==> src/rtl/oam_dma_if.sv <==
// Bus bundle for the OAM DMA engine: CPU register port, source-read port and OAM write port.
// The DMA side uses the master modport, the system side (bus/memories) uses slave.
interface oam_dma_if;
  logic        ce;
  logic        reg_wr;
  logic [7:0]  reg_d;
  logic [7:0]  reg_q;
  logic [15:0] src_addr;
  logic        src_rd;
  logic [7:0]  src_d;
  logic [6:0]  oam_addr;
  logic [15:0] oam_d;
  logic [1:0]  oam_be;
  logic        oam_we;
  logic        busy;

  modport master (
    input  ce, reg_wr, reg_d, src_d,
    output reg_q, src_addr, src_rd, oam_addr, oam_d, oam_be, oam_we, busy
  );

  modport slave (
    output ce, reg_wr, reg_d, src_d,
    input  reg_q, src_addr, src_rd, oam_addr, oam_d, oam_be, oam_we, busy
  );
endinterface

==> src/rtl/oam_dma.sv <==
// OAM DMA engine: copies XFER_LEN bytes from page XX00 into OAM, one byte per M-cycle,
// with a read stage (p0) feeding a one-byte write buffer (p1) packed into the 16-bit OAM word.
module oam_dma #(
  parameter int XFER_LEN = 160
) (
  input  logic     clk,
  input  logic     rst,
  oam_dma_if.master bus
);

  typedef enum logic [1:0] {IDLE, START, XFER} state_t;

  localparam logic [7:0] LAST_IDX = 8'(XFER_LEN - 1);

  state_t     r_state;
  state_t     w_next;
  logic [7:0] r_page;
  logic [7:0] r_idx_p0;
  logic [7:0] r_buf_p1;
  logic [7:0] r_buf_idx_p1;
  logic       r_vld_p1;
  logic [7:0] w_eff_page;

  always_ff @(posedge clk) begin
    if (rst) begin
      r_state <= IDLE;
    end else if (bus.ce) begin
      r_state <= w_next;
    end
  end

  // A register write restarts from any state, including START (which then lasts one more M-cycle).
  always_comb begin
    w_next = r_state;
    case (r_state)
      IDLE:    w_next = IDLE;
      START:   w_next = XFER;
      XFER:    if (r_idx_p0 == LAST_IDX) w_next = IDLE;
      default: w_next = IDLE;
    endcase
    if (bus.reg_wr) w_next = START;
  end

  // Stage p0: source page / byte index
  always_ff @(posedge clk) begin
    if (rst) begin
      r_page   <= 8'hFF;
      r_idx_p0 <= 8'd0;
    end else if (bus.ce) begin
      if (bus.reg_wr) begin
        r_page   <= bus.reg_d;
        r_idx_p0 <= 8'd0;
      end else if (r_state == XFER) begin
        r_idx_p0 <= r_idx_p0 + 8'd1;
      end
    end
  end

  // Stage p1: captured byte waiting for its OAM write
  always_ff @(posedge clk) begin
    if (rst) begin
      r_vld_p1 <= 1'b0;
    end else if (bus.ce) begin
      r_vld_p1 <= (r_state == XFER);
    end
  end

  always_ff @(posedge clk) begin
    if (bus.ce && (r_state == XFER)) begin
      r_buf_p1     <= bus.src_d;
      r_buf_idx_p1 <= r_idx_p0;
    end
  end

  // Echo RAM E000-FFFF mirrors C000-DFFF, so bit 5 of the page is dropped there.
  always_comb begin
    w_eff_page   = (r_page >= 8'hE0) ? (r_page & 8'hDF) : r_page;
    bus.reg_q    = r_page;
    bus.src_rd   = (r_state == XFER);
    bus.src_addr = {w_eff_page, r_idx_p0};
    bus.oam_we   = r_vld_p1;
    bus.oam_addr = {r_buf_idx_p1[7:2], ~r_buf_idx_p1[1]};
    bus.oam_be   = r_buf_idx_p1[0] ? 2'b01 : 2'b10;
    bus.oam_d    = {r_buf_p1, r_buf_p1};
    bus.busy     = (r_state != IDLE) | r_vld_p1;
  end

endmodule

==> src/flat_wrapper.sv <==
// flat-port wrapper written by rule: the top's interface ports become plain ports
module oam_dma_flat 
#(
  parameter int XFER_LEN = 160
)
  (clk, rst, bus_ce, bus_reg_wr, bus_reg_d, bus_src_d, bus_reg_q, bus_src_addr, bus_src_rd, bus_oam_addr, bus_oam_d, bus_oam_be, bus_oam_we, bus_busy);
  oam_dma_if bus_i ();
  input  logic clk;
  input  logic rst;
  input wire logic [$bits(bus_i.ce)-1:0] bus_ce;
  input wire logic [$bits(bus_i.reg_wr)-1:0] bus_reg_wr;
  input wire logic [$bits(bus_i.reg_d)-1:0] bus_reg_d;
  input wire logic [$bits(bus_i.src_d)-1:0] bus_src_d;
  output wire logic [$bits(bus_i.reg_q)-1:0] bus_reg_q;
  output wire logic [$bits(bus_i.src_addr)-1:0] bus_src_addr;
  output wire logic [$bits(bus_i.src_rd)-1:0] bus_src_rd;
  output wire logic [$bits(bus_i.oam_addr)-1:0] bus_oam_addr;
  output wire logic [$bits(bus_i.oam_d)-1:0] bus_oam_d;
  output wire logic [$bits(bus_i.oam_be)-1:0] bus_oam_be;
  output wire logic [$bits(bus_i.oam_we)-1:0] bus_oam_we;
  output wire logic [$bits(bus_i.busy)-1:0] bus_busy;
  assign bus_i.ce = bus_ce;
  assign bus_i.reg_wr = bus_reg_wr;
  assign bus_i.reg_d = bus_reg_d;
  assign bus_i.src_d = bus_src_d;
  assign bus_reg_q = bus_i.reg_q;
  assign bus_src_addr = bus_i.src_addr;
  assign bus_src_rd = bus_i.src_rd;
  assign bus_oam_addr = bus_i.oam_addr;
  assign bus_oam_d = bus_i.oam_d;
  assign bus_oam_be = bus_i.oam_be;
  assign bus_oam_we = bus_i.oam_we;
  assign bus_busy = bus_i.busy;
  oam_dma #(.XFER_LEN(XFER_LEN)) u_core (.clk(clk), .rst(rst), .bus(bus_i));
endmodule
==> config.mk <==
export PLATFORM = sky130hd
export DESIGN_NAME = oam_dma_flat
export DESIGN_NICKNAME = d
export VERILOG_FILES = /design/src/rtl/oam_dma_if.sv /design/src/rtl/oam_dma.sv /design/src/flat_wrapper.sv
export SDC_FILE = /design/constraint.sdc
export NUM_CORES = 1
export LEC_CHECK = 0
export CAP_MARGIN = 30
export CORE_ASPECT_RATIO = 1.5
export CORE_MARGIN = 3
export CORE_UTILIZATION = 38
export CTS_BUF_LIST = sky130_fd_sc_hd__clkbuf_2
export CTS_CLUSTER_DIAMETER = 50
export CTS_CLUSTER_SIZE = 20
export DETAILED_ROUTE_END_ITERATION = 12
export GPL_TIMING_DRIVEN = 0
export PLACE_DENSITY = 0.85
export SLEW_MARGIN = 20
export SYNTH_ARGS = -nofsm -noshare
export SYNTH_HDL_FRONTEND = slang
export SYNTH_SLANG_ARGS = --single-unit
==> constraint.sdc <==
create_clock -name clk -period 1.3 [get_ports clk]
set_input_delay 0.325 -clock clk [delete_from_list [all_inputs] [get_ports clk]]
set_output_delay 0.325 -clock clk [all_outputs]
set_load 0.005 [all_outputs]
# Word level (Yosys, flattened, before mapping)
# Cells that the tools add are included.
# totals
reg_bits,35
in_bits,20
out_inout_bits,52
# classes
add_sub_neg,1
magnitude_cmp,1
eq_ne,4
mux,7
n_bitwise,2
n_reduce_logical,6
# op_table
operator,count
$mux W8,2
$add A8 B1 Y8 const B,1
$eq A8 B8 Y1 const B,1
$ge A8 B8 Y1 const B,1
$mux W2,3
$mux W6,1
$reduce_and A2 Y1,3
$pmux W2 S2,1
$reduce_bool A2 Y1,2
$ne A3 B2 Y1 const B,1
$eq A2 B1 Y1 const B,1
$eq A2 B2 Y1 const B,1
$logic_and A1 B1 Y1,1
$not A1 Y1,1
$or A1 B1 Y1,1

# Logic depth before layout (Yosys ltp)
# Gate-level depths: netlist of the first run.
# depth
depth_word,4
ltp_mapped,4
ltp_nobuf,4

# Worst setup path after synthesis of the first run
# OpenSTA, ideal clock, no wires.
# synth_path
kind,register to register
start,reg u_core.r_state[1]
end,"reg u_core.r_buf_idx_p1[0], enable pin"
t_arrival_ns,1.000
required_time_ns,0.936
slack_ns,-0.063
stages_incl_launch_ff,5
n_path_buf,0
period_less_slack_ns,1.363
cell_sequence,dfxtp_1 nand2b_4 inv_2 nand2_1 inv_1
# synth_via
elab_chain_cells,2
# synth_rtl
item,line,source
"start, declared",oam_dma.sv:15,state_t r_state;
"start signal, assigned",oam_dma.sv:28,r_state <= w_next;
$eq A2 B2 Y1,n/a,
net bus_src_rd,flat_wrapper.sv:16,output wire logic [$bits(bus_i.src_rd)-1:0] bus_src_rd;
$logic_and A1 B1 Y1,oam_dma.sv:69,if (bus.ce && (r_state == XFER)) begin
"end signal, assigned",oam_dma.sv:71,r_buf_idx_p1 <= r_idx_p0;
"end, declared",oam_dma.sv:20,logic [7:0] r_buf_idx_p1;
# The timed path passes the listed nets, and every way through them passes these cells.
# A chain may end at the register's enable or synchronous reset.

# Worst setup path after layout of the first run
# layout_path
start,"reg u_core.r_vld_p1, in the netlist u_core.bus.oam_we"
end,out bus_busy
# layout_via
elab_chain_cells,1
# layout_rtl
item,line,source
"start, declared",oam_dma.sv:21,logic r_vld_p1;
"start signal, assigned",oam_dma.sv:64,r_vld_p1 <= (r_state == XFER);
$or A1 B1 Y1,oam_dma.sv:85,bus.busy = (r_state != IDLE) | r_vld_p1;
"end, declared",flat_wrapper.sv:21,output wire logic [$bits(bus_i.busy)-1:0] bus_busy;
# No other way between the ends.

==> run_results.csv, run 1 <==
group,metric,value,unit
worst_setup_path,worstPathRequired,980,ps
logic_synthesis,synth_area,0.00158,sq mm
detailed_routing,post_drt_wl_per_cell,15.6,um
power,peakVddDrop,0.619,mV
floorplan,rows,28,
timing,tightest_slew,500,ps
cts,cts-hold-fix-buffers,0,
logic_synthesis,synth_top_area_share,30.4,%
detailed_routing,first_pass_iters,4,
cts,worstSkewPairLatency,380,ps
worst_hold_path,hp-class,"reg2reg",
timing,maxSlewHeadroom,66.6,%
final_layout,num_antenna_cells,0,
cts,clockBufferDepth,2,
global_routing,antenna_found_initial,0,
timing,fmax,628,MHz
floorplan,fp.dieH,85.0,um
placed_design,io_buffers,71,
global_routing,grt_pass1_wl,6680,um
detailed_routing,routed_wl,4350,um
detailed_routing,initialDrtViolationCount,45,
detailed_routing,avgViaCountPerCell,5.12,
placed_design,hpwl,2490,um
cts,h-tree-depth,2,
final_layout,final_cell_mix,"buf_6 (43), clkbuf_2 (20), buf_4 (19), buf_2 (18), clkdlybuf4s50_1 (17)",
placed_design,gp_congestion,0.814,
timing,rsz0062_at_grt,"true",
cts,clkTransAtPathRegs,160,ps
timing,finalWorstSetupSlack,-292,ps
detailed_routing,via_count,1429,
worst_setup_path,slowest_stage,"or3_4",
logic_synthesis,synth-edff-count,16,
power,p_leak,1.12,nW
floorplan,fp.dieW,58.7,um
floorplan,start_util,39.6,%
timing,setup_viol,34,
timing,timing.final.crit_share,122,%
cts,cts_tree,"yes",
final_layout,nets,254,
global_routing,grt_util_all_layers,17.6,%
power,power,1.98,mW
cts,root_buffer,"clkbuf_2",
final_layout,mostFrequentLayoutCell,"buf_6",
detailed_routing,remaining_drc_errors,0,
worst_setup_path,path_max_fanout,2,
placed_design,dp_slack,-637,ps
logic_synthesis,yosys_warnings,0,
worst_setup_path,crit_path_start_kind,"flip-flop",
timing,clock_skew,12.4,ps
power,power_density,748,mW/mm^2
global_routing,grt-ovfl-total,0,
logic_synthesis,ys_top_cells_by_area,"edfxtp_1 (30%), dfxtp_1 (24%), buf_4 (10%)",
worst_setup_path,setup.worst_path.class,"reg2out",
floorplan,ioPinCount,72,
logic_synthesis,yosysSeqAreaShare,54.4,%
run_status,violations,"negative setup slack",
global_routing,grt_pass1_vias,1524,
cts,cts_made_buffers,5,
run_status,status,"finished, violations left",
worst_setup_path,slowest_delay,390,ps
timing,finalMaxSlewViolations,0,
global_routing,grt_max_degree,11,
final_layout,area_growth,67.3,%
worst_setup_path,crit_chain,"or3_4, buf_6",
logic_synthesis,yosys_register_bits,35,
logic_synthesis,synth_cell_type_count,38,
floorplan,dieArea,0.00499,sq mm
final_layout,fillCellCount,320,
floorplan,core,0.00399,sq mm
detailed_routing,drtAntennaViolNets,0,
logic_synthesis,async_flop_share,0,%
timing,finalHoldViolCount,0,
logic_synthesis,synth_area_leader_cell,"edfxtp_1",
worst_setup_path,critPathArrivalTime,1270,ps
cts,cts_sinks,35,
logic_synthesis,netlist_instances,138,
final_layout,fin_area,0.00265,sq mm
run,maxCapViolCount,0,
logic_synthesis,syn_nets,159,
placed_design,place_area,0.00235,sq mm
worst_setup_path,endpoint_kind,"primary output",
logic_synthesis,avgSynthCellArea,11.5,sq um
final_layout,drive_gt1_share,61.1,%
timing,fin_crit,1590,ps
logic_synthesis,synthFlopType,"dfxtp_1",
## power by group
group | switching (mW) | internal [mW] | total (mW)
sequential | 0.0222 | 1.16 | 1.18
clock | 0.337 | 0.159 | 0.495
combinational | 0.116 | 0.190 | 0.305
total | 0.475 | 1.51 | 1.98
## synth_stat cells, types with 4 or more instances
cell type and instances:
nand2b_1 6, nand2_1 6, edfxtp_1 16, buf_4 22, and3_1 9, dfxtp_1 19
a21oi_1 5, inv_1 5, nand3_1 4, a211o_1 8, mux2i_1 5
## through the flow
step	util, %	hold slack, ps	instances	setup TNS [ps]
after floorplan	-	419	138	0
after global routing	66.3	465	279	-4980
after detailed placement	58.9	477	254	-18540
after global placement	58.9	479	254	-17970
after CTS	65.1	477	282	-2750
final	66.3	485	279	-3210
## state kept, by name, summed over array words and instances, names as in the netlist
signal / flops
u_core.bus.reg_q: 8
u_core.r_buf_idx_p1: 8
u_core.r_idx_p0: 8
u_core.bus.oam_we: 1
u_core.r_buf_p1: 8
u_core.r_state: 2
## repair_timing
| item | in CTS | in global routing |
|---|---|---|
| resized for setup | 250 | 43 |
| pin swaps | 3 | 8 |
| setup buffers | 25 | 1 |
| gates cloned | 1 | 0 |
| endpoints found under the setup margin | 82 | 64 |
## cell type report
cell class	count	area (sq um)	share of cell area (%)
Multi-Input combinational cell	70	613	23.2
Tap cell	45	56.3	2.13
Timing Repair Buffer	96	841	31.8
Clock buffer	8	40.0	1.51
Sequential cell	35	902	34.1
Buffer	18	163	6.14
Inverter	7	32.5	1.23
## metal layers
metal | part of all wire [%] | global-route usage [%]
met5 | 0 | 0
met4 | 3.1 | 8.04
met3 | 9.5 | 6.24
met2 | 54 | 32.3
met1 | 34 | 16.7
## final timing paths
kind                            from                endpoint  slack [ps]  depth (start not counted)
hold reg to reg   u_core.r_idx_p0[7]  u_core.r_buf_idx_p1[7]         480                          0
hold / removal    u_core.r_idx_p0[7]  u_core.r_buf_idx_p1[7]         480                          0
setup / recovery   u_core.bus.oam_we                bus_busy        -290                          2
setup reg to reg   u_core.r_state[0]       u_core.r_state[1]        -150                          5
## critical path: cells and delay by family (launching register included)
kind	cells	cell delay (ps)
simple gates	1	390
flops	1	370
buf+inv	1	130
## cells by family after synthesis
logic type / synth area share, %
compound gates: 12.6
xor+xnor: 0.553
fa+ha+maj: 0.790
buf+inv: 13.3
flops: 54.4
mux: 3.16
simple gates: 15.2
No activity file was read; power rests on OpenSTA's default activity.
==> inputs of run 2 (changes only) <==
--- a/config.mk
+++ b/config.mk
@@ -7,7 +7,6 @@
 export LEC_CHECK = 0
 export CAP_MARGIN = 30
 export CORE_ASPECT_RATIO = 1.5
-export CORE_MARGIN = 3
 export CORE_UTILIZATION = 38
 export CTS_BUF_LIST = sky130_fd_sc_hd__clkbuf_2
 export CTS_CLUSTER_DIAMETER = 50
==> run 2 against run 1 <==
  * The run still ends with negative setup slack left
  * Sequential cell count is the same
  * Worst setup slack improved by 20 ps
  * Maximum frequency rose by 1.3%
  * Combinational power decreased by 4%
  * Final area did not move
  * Largest power group unchanged
==> run_results.csv, run 2 (synthesized netlist as in run 1, its figures left out) <==
group,metric,value,unit
global_routing,grt_pass1_vias,1451,
detailed_routing,via_count,1386,
global_routing,grt_util_all_layers,20.7,%
worst_setup_path,critPathArrivalTime,1250,ps
timing,finalWorstSetupSlack,-272,ps
timing,finalMaxSlewViolations,0,
detailed_routing,remaining_drc_errors,0,
floorplan,rows,28,
power,intPower,1.47,mW
power,clkPwrFrac,24.4,%
worst_setup_path,endpoint,"bus_busy",
timing,fmax,636,MHz
timing,tightest_slew,467,ps
placed_design,gp_congestion,0.816,
global_routing,antenna_found_initial,0,
run,maxCapViolCount,0,
global_routing,grt_pass1_wl,6450,um
power,p_leak,1.10,nW
worst_setup_path,r2r_end,"u_core.r_state[1]",
power,p_sw,0.476,mW
timing,rsz0062_at_grt,"true",
floorplan,fp.dieH,81.0,um
run_status,violations,"negative setup slack",
final_layout,num_antenna_cells,0,
worst_setup_path,setup.worst_path.class,"reg2out",
detailed_routing,post_drt_wl_per_cell,15.1,um
power,pwr-share-comb,15.0,%
worst_setup_path,regToRegSetupSlack,-160,ps
cts,cts-hold-fix-buffers,0,
global_routing,grt-ovfl-total,0,
worst_setup_path,crit_path_start_kind,"flip-flop",
final_layout,nets,249,
worst_setup_path,crit-reg2reg-launch,"u_core.r_state[0]",
power,power_density,735,mW/mm^2
final_layout,final_cell_mix,"buf_6 (41), buf_2 (24), clkdlybuf4s50_1 (17), edfxtp_1 (16), buf_4 (13)",
detailed_routing,drtAntennaViolNets,0,
floorplan,fp.dieW,54.7,um
global_routing,grt_max_degree,11,
placed_design,io_buffers,71,
cts,cts_tree,"yes",
floorplan,ioPinCount,72,
cts,cts_made_buffers,5,
floorplan,start_util,40.0,%
worst_hold_path,hp-class,"in2reg",
timing,timing.final.crit_share,121,%
timing,clock_skew,18.6,ps
placed_design,hpwl,2370,um
timing,setup_viol,33,
power,swShare,24.4,%
detailed_routing,routed_wl,4130,um
timing,finalHoldViolCount,0,
power,peakVddDrop,0.620,mV
worst_setup_path,reg2reg_depth,5,
cts,clkTransAtPathRegs,170,ps
run_status,status,"finished, violations left",
final_layout,area_growth,67.3,%
final_layout,drive_gt1_share,59.0,%
detailed_routing,initialDrtViolationCount,39,
worst_setup_path,cp-startpoint,"u_core.r_state[0]",
timing,fin_crit,1570,ps
cts,h-tree-depth,2,
floorplan,core,0.00396,sq mm
cts,cts_sinks,35,
final_layout,fin_util,66.9,%
final_layout,fillCellCount,306,
worst_setup_path,path_max_fanout,2,
cts,worstSkewPairLatency,380,ps
cts,clockBufferDepth,2,
timing,whs,488,ps
floorplan,dieArea,0.00443,sq mm
power,p_seq_share,60.6,%
final_layout,mostFrequentLayoutCell,"buf_6",
worst_setup_path,worstPathRequired,980,ps
cts,root_buffer,"clkbuf_2",
timing,maxSlewHeadroom,68.9,%
detailed_routing,avgViaCountPerCell,5.06,
detailed_routing,first_pass_iters,4,
worst_setup_path,endpoint_kind,"primary output",
worst_hold_path,hp-start,"bus_src_d[5]",
## run 2: cell types whose count changed in the layout (fill, tap and decap cells not counted), moves of 2 or more
| cell | delta |
|---|---|
| a31oi_4 | +2 |
| buf_2 | +6 |
| buf_4 | -6 |
| buf_6 | -2 |
| clkbuf_2 | -9 |
## run 2: worst min path at each step
stage / end / slack [ps] / depth (start not counted)
6_report: u_core.r_buf_p1[5] / 490 / 1
5_1_grt: u_core.r_buf_p1[5] / 460 / 1
4_1_cts: u_core.r_buf_p1[5] / 480 / 1
3_5_place_dp: u_core.bus.reg_q[5] / 480 / 1
3_3_place_gp: u_core.bus.reg_q[3] / 480 / 1
2_1_floorplan: u_core.bus.reg_q[0] / 420 / 1
## run 2: what timing repair did
action                                  CTS  global route
gates resized for setup                 264            32
buffers inserted                         28             3
endpoints found under the setup margin   80            62
pin swaps                                 4            11
endpoints found under the hold margin     0             0
cloned                                    1             0
## run 2: final cells by class
type	count	area (sq um)	area share [%]
clock buffers	6	30.0	1.13
multi-input cells	70	631	23.8
repair buffers	100	903	34.1
flip-flops and latches	35	905	34.2
plain buffers	9	82.6	3.12
clock inverters	2	7.51	0.284
inverters	7	32.5	1.23
well taps	45	56.3	2.13
## run 2: metal layers
metal	part of all wire (%)	global-route usage, %
met5	0	0
met4	2.2	10.3
met3	8.0	5.06
met2	56	39.2
met1	33	19.1
## run 2: worst max-delay path, cell delays in order, from the launching register on
cell and delay, ps:
dfxtp_2 360, or3_4 380, buf_6 120
## run 2: per-stage QoR
stage / power (mW) / instances / area (sq um) / setup WS, ps / TNS [ps]
2_1_floorplan: 1.31 / 138 / 1590 / 12.4 / 0
3_3_place_gp: 1.46 / 254 / 2350 / -608 / -17300
3_5_place_dp: 1.47 / 254 / 2350 / -621 / -18190
4_1_cts: 1.97 / 278 / 2610 / -288 / -3410
5_1_grt: 2.03 / 274 / 2650 / -325 / -5610
6_report: 1.95 / 274 / 2650 / -272 / -3150
## run 2: power groups by stage
stage / combinational [mW] / sequential, mW / clock (mW)
detailed placement: 0.257 / 1.21 / 0
finish: 0.293 / 1.18 / 0.475
global route: 0.314 / 1.18 / 0.534
floorplan: 0.0965 / 1.21 / 0
global placement: 0.253 / 1.21 / 0
CTS: 0.299 / 1.18 / 0.491
